File: src/rtl/tff_ctrl_pkg.sv
// tff_ctrl_pkg: shared types and constants for the T-flip-flop counter
// controller.
//   state_t : controller FSM state (IDLE / RUN / DONE)
//   t_op_e  : selects which toggle vector the controller drives this cycle
//   DIR_UP / DIR_DOWN : encoding of the dir input
package tff_ctrl_pkg;

  typedef enum logic [1:0] {
    IDLE = 2'b00,
    RUN  = 2'b01,
    DONE = 2'b10
  } state_t;

  typedef enum logic [1:0] {
    OP_HOLD = 2'b00,  // t = 0, bank keeps its value
    OP_STEP = 2'b01,  // t = ripple-carry (up) or ripple-borrow (down)
    OP_LOAD = 2'b10   // t = count ^ start value, bank jumps to start value
  } t_op_e;

  localparam logic DIR_UP   = 1'b0;
  localparam logic DIR_DOWN = 1'b1;

endpackage

File: src/rtl/tff_bit.sv
// tff_bit: a single T-type flip-flop.
//   clk  : clock, state changes on the falling edge
//   rs_n : synchronous active-low clear
//   t    : toggle enable; q flips when t=1
//   q    : stored bit
module tff_bit (
  input  logic clk,
  input  logic rs_n,
  input  logic t,
  output logic q
);

  logic q_q;
  logic q_d;

  always_comb begin
    q_d = q_q ^ t;
  end

  always_ff @(negedge clk) begin
    if (!rs_n) begin
      q_q <= 1'b0;
    end else begin
      q_q <= q_d;
    end
  end

  assign q = q_q;

endmodule

File: src/rtl/tff_count_ctrl.sv
// tff_count_ctrl: sequencing controller for a bank of WIDTH T flip-flops
// forming a modulo-N up/down counter. The controller only produces the
// per-bit toggle vector; the count itself lives in the tff_bit cells.
//   clk     : clock, all state updates on the falling edge
//   rs_n    : synchronous active-low reset
//   start   : begin / restart a run (wins over stop)
//   stop    : abort a run without done
//   dir     : 0 = up, 1 = down (latched at start)
//   cont    : 1 = continuous wrap, 0 = one-shot (latched at start)
//   mod_val : modulus N, 0 encodes 2^WIDTH (latched at start)
//   count   : flip-flop bank contents
//   busy    : state is RUN
//   done    : one-cycle pulse after a one-shot run completes
//   wrap    : one-cycle pulse coincident with a continuous-mode reload
module tff_count_ctrl
  import tff_ctrl_pkg::*;
#(
  parameter int WIDTH = 4
) (
  input  logic             clk,
  input  logic             rs_n,
  input  logic             start,
  input  logic             stop,
  input  logic             dir,
  input  logic             cont,
  input  logic [WIDTH-1:0] mod_val,
  output logic [WIDTH-1:0] count,
  output logic             busy,
  output logic             done,
  output logic             wrap
);

  localparam logic [WIDTH-1:0] ONE  = {{(WIDTH-1){1'b0}}, 1'b1};
  localparam logic [WIDTH-1:0] ZERO = '0;

  state_t           state_q, state_d;
  logic             dir_q, dir_d;
  logic             cont_q, cont_d;
  logic [WIDTH-1:0] mod_q, mod_d;
  logic             wrap_q, wrap_d;

  t_op_e            op;
  logic             load_dir;
  logic [WIDTH-1:0] load_mod;
  logic [WIDTH-1:0] load_val;
  logic [WIDTH-1:0] term_val;
  logic             at_term;
  logic [WIDTH-1:0] t_up;
  logic [WIDTH-1:0] t_down;
  logic [WIDTH-1:0] t;

  // Ripple carry / borrow prefixes: bit i toggles when every lower bit is
  // 1 (counting up) or 0 (counting down).
  assign t_up[0]   = 1'b1;
  assign t_down[0] = 1'b1;
  for (genvar gi = 1; gi < WIDTH; gi++) begin : g_prefix
    assign t_up[gi]   = t_up[gi-1] & count[gi-1];
    assign t_down[gi] = t_down[gi-1] & ~count[gi-1];
  end

  // N-1 with WIDTH-bit wraparound, so mod 0 (N = 2^WIDTH) yields all ones.
  assign load_val = (load_dir == DIR_DOWN) ? (load_mod - ONE) : ZERO;
  assign term_val = (dir_q == DIR_DOWN) ? ZERO : (mod_q - ONE);
  assign at_term  = (count == term_val);

  always_comb begin
    state_d  = state_q;
    dir_d    = dir_q;
    cont_d   = cont_q;
    mod_d    = mod_q;
    wrap_d   = 1'b0;
    op       = OP_HOLD;
    // A continuous reload uses the latched config; a fresh start uses the
    // live inputs so the load lands on the same edge as the latch.
    load_dir = dir_q;
    load_mod = mod_q;

    if (start) begin
      dir_d    = dir;
      cont_d   = cont;
      mod_d    = mod_val;
      load_dir = dir;
      load_mod = mod_val;
    end

    case (state_q)
      IDLE: begin
        if (start) begin
          op      = OP_LOAD;
          state_d = RUN;
        end
      end
      RUN: begin
        if (start) begin
          op = OP_LOAD;
        end else if (stop) begin
          state_d = IDLE;
        end else if (at_term) begin
          if (cont_q) begin
            op     = OP_LOAD;
            wrap_d = 1'b1;
          end else begin
            state_d = DONE;
          end
        end else begin
          op = OP_STEP;
        end
      end
      DONE: begin
        if (start) begin
          op      = OP_LOAD;
          state_d = RUN;
        end else begin
          state_d = IDLE;
        end
      end
      default: begin
        state_d = IDLE;
      end
    endcase
  end

  always_comb begin
    t = ZERO;
    case (op)
      OP_STEP: t = (dir_q == DIR_DOWN) ? t_down : t_up;
      OP_LOAD: t = count ^ load_val;
      default: t = ZERO;
    endcase
  end

  always_ff @(negedge clk) begin
    if (!rs_n) begin
      state_q <= IDLE;
      dir_q   <= 1'b0;
      cont_q  <= 1'b0;
      mod_q   <= ZERO;
      wrap_q  <= 1'b0;
    end else begin
      state_q <= state_d;
      dir_q   <= dir_d;
      cont_q  <= cont_d;
      mod_q   <= mod_d;
      wrap_q  <= wrap_d;
    end
  end

  for (genvar gi = 0; gi < WIDTH; gi++) begin : g_bank
    tff_bit u_bit (
      .clk  (clk),
      .rs_n (rs_n),
      .t    (t[gi]),
      .q    (count[gi])
    );
  end

  assign busy = (state_q == RUN);
  assign done = (state_q == DONE);
  assign wrap = wrap_q;

endmodule

File: config.mk
export PLATFORM = sky130hd
export DESIGN_NAME = tff_count_ctrl
export DESIGN_NICKNAME = d
export VERILOG_FILES = /design/src/rtl/tff_ctrl_pkg.sv /design/src/rtl/tff_bit.sv /design/src/rtl/tff_count_ctrl.sv
export SDC_FILE = /design/constraint.sdc
export NUM_CORES = 1
export LEC_CHECK = 0
export CELL_PAD_IN_SITES_DETAIL_PLACEMENT = 0
export CELL_PAD_IN_SITES_GLOBAL_PLACEMENT = 2
export CORE_ASPECT_RATIO = 0.9
export CORE_UTILIZATION = 30
export DETAILED_ROUTE_END_ITERATION = 10
export GPL_ROUTABILITY_DRIVEN = 1
export PLACE_DENSITY_LB_ADDON = 0.15
export SLEW_MARGIN = 10
export SYNTH_ARGS = -nofsm -noshare
export SYNTH_HDL_FRONTEND = slang
export SYNTH_SLANG_ARGS = --single-unit
export TNS_END_PERCENT = 1
File: constraint.sdc
create_clock -name clk -period 3.5 [get_ports clk]
set_input_delay 0.7 -clock clk [delete_from_list [all_inputs] [get_ports clk]]
set_output_delay 0.7 -clock clk [all_outputs]
set_load 0.03 [all_outputs]
==> results.txt <==
Worst slew margin: 0.683
Post-Syn Instances: 119
area post-placement: 1260 um2
WP data required: 2.02 ns
unrepaired setup endpoints after global routing: yes
post-route cell area: 1450 um2
Top Ports: 17
# setup viols final: 1
initial core utilization: 0.316
Hold Path Class: flop to flop
Yosys reg bits: 13
fin nets: 179
initial antenna violation count: 0
Core Rows: 19
die height: 55.7 um
fill cell count: 337
total vias in the final route: 1,005
routability cong.: 0.766
clock skew: 0.0220 ns
CTS root buf: clkbuf_4
busiest grt layer: met2
first-pass GRT wire length: 4110 um
Async S/R FF share, synth: 0
die span in x: 61.7 um
Critical Path Fanout Max: 6
Arr. time, crit path: 2.07 ns
nature of the critical path endpoint: flop
DR vias/cell: 4.88
Synth cell types: 38
sequential area share after synthesis: 0.270
Pre-Repair DR Iteration Count: 6
Antenna Nets Post-Route: 0
Crit. Startpoint: start
most common cell after layout, fill and taps aside: buf_4
syn_area_per_cell: 8.09 um2
GR Overflow Total: 0
most frequent cells in the layout: buf_4, inv_1, nor2_1
Final Core Density: 0.478
P&R area growth vs syn: 51.1%
synth top area cells: dfxtp_1, mux2i_1, xnor2_1, ha_1, nand2_1
Main synth FF type: dfxtp_1
Leakage: 0.643 nW
slew at the pin closest to its max-slew limit: 0.472 ns
syn nets: 133
Warnings, synthesis: 0
hold wc startpoint: mod_q[3]$_SDFF_NN0_
htree depth: 1
Final Max Slew Viols: 0
GR Layer Usage met3: 0.0674
diode count: 0
Die ar.: 3440 um2
CTS Buf Count: 3
status: finished with violations
path type of the worst setup path: primary input to flop
gr usage total: 0.156
hold violation count in the final report: 0
worst vdd ir: 0.000137 V
Worst-path clk slew: 0.04 ns
core area: 3040 um2
worst-skew pair later-pin latency: 0.35 ns
DRT iter0 DRCs: 49
pin count of the biggest net entering global routing: 13
cts hold-fix bufs: 0
clock tree buffer depth: 2
WL/cell: 12.0 um
Detail Placement HPWL: 1830 um
Pwr Density: 312 nW/um2
reg2reg start: mod_q[0]$_SDFF_NN0_
vias in the first global route: 995
share of the synthesized area in the top cell type: 0.270
DRC viols: 0
final WL: 2460 um
global routing usage on met2: 0.224
ratio of cells with drive above 1 in the final layout: 0.335
clock sinks: 13
setup ws final: -0.0518 ns
CTS tree: done
mapped cell area: 962 um2
setup TNS: -0.0518 ns
Post-synth EDFFs: 0
cell taking the most area after synthesis: dfxtp_1
met1 Resource Use GR: 0.192
Hold Slack: 0.530 ns
total of max-cap violations: 0
failing checks: setup timing
Port Buffer Count: 16
Startpoint Class: primary input
total design power: 454 uW
[final timing paths]
check / cells past startpoint / end / slack, ns
setup reg to reg: 10 / g_bank[3].u_bit.q$_SDFF_NN0_ / 0.59
hold reg to reg: 2 / mod_q[3]$_SDFF_NN0_ / 0.53
setup / recovery: 7 / g_bank[3].u_bit.q$_SDFF_NN0_ / -0.05
hold / removal: 2 / mod_q[3]$_SDFF_NN0_ / 0.53
[cell families (layout without fill, tap and decap cells)]
| logic type | count (synthesis) | in the layout | share of synthesized area |
|---|---|---|---|
| AOI/OAI and AO/OA | 23 | 23 | 0.169 |
| xor gates and xnor gates | 7 | 7 | 0.0637 |
| adders and majority gates | 4 | 4 | 0.0520 |
| buffers and inverters | 16 | 61 | 0.0897 |
| DFF | 13 | 13 | 0.270 |
| muxes | 10 | 10 | 0.104 |
| and+or+nand+nor | 46 | 46 | 0.251 |
[sequential cells by signal, indices dropped and copies added (netlist names)]
register        count
mod_q               4
state_q             2
g_bank.u_bit.q      4
cont_q              1
dir_q               1
wrap                1
[worst max-delay path: stages]
cell      delay [ns]
buf_6           0.09
buf_6           0.12
nor3_4          0.22
nand2b_1        0.13
ha_4            0.28
or3_4           0.37
a41oi_2         0.16
[power breakdown]
| group | leakage [nW] | internal [mW] | switching, mW | total (mW) |
|---|---|---|---|---|
| Clock | 0.0884 | 0.0606 | 0.0900 | 0.151 |
| Sequential | 0.109 | 0.157 | 0.0116 | 0.169 |
| Combinational | 0.446 | 0.0718 | 0.0628 | 0.135 |
| Total | 0.643 | 0.289 | 0.164 | 0.454 |
[stage by stage]
stage               std cells  setup slack, ns
floorplan                 119           -0.413
global placement          188           -0.818
detailed placement        188           -0.779
CTS                       204           -0.192
global route              206          -0.0923
finish                    206          -0.0518
[routing by layer]
| layer | vias to the layer above | part of all wire | routed length (um) |
|---|---|---|---|
| met5 | - | 0 | 0 |
| met4 | 0 | 0.029 | 71 |
| met3 | 8 | 0.042 | 103 |
| met2 | 21 | 0.47 | 1170 |
| met1 | 469 | 0.46 | 1120 |
| li1 | 507 | - | - |
[synthesized netlist by cell type, types with 2 or more instances]
cell type	count
o21ai_0	5
buf_4	5
nand2_1	11
o21a_1	2
nand3b_1	2
nand2b_1	3
ha_1	4
nor2_1	11
a31oi_1	3
o32ai_1	2
mux2i_1	10
nor2b_1	6
inv_1	7
dfxtp_1	13
xnor2_1	6
a21oi_1	4
nor3_1	4
[area by class of cell]
class | instances | area [um2] | share of cell area
multi-input cells | 90 | 727 | 0.500
clock inverters | 14 | 52.6 | 0.0361
repair buffers | 37 | 307 | 0.211
flip-flops and latches | 13 | 267 | 0.183
clock buffers | 3 | 22.5 | 0.0155
well taps | 42 | 52.6 | 0.0361
inverters | 7 | 26.3 | 0.0181
[repair_timing]
item / 4_1_cts / 5_1_grt
setup endpoints to repair: 7 / 9
resized for setup: 11 / 27
pin swaps: 2 / 6
setup buffers: 0 / 2
(Power assumes the default switching activity.)
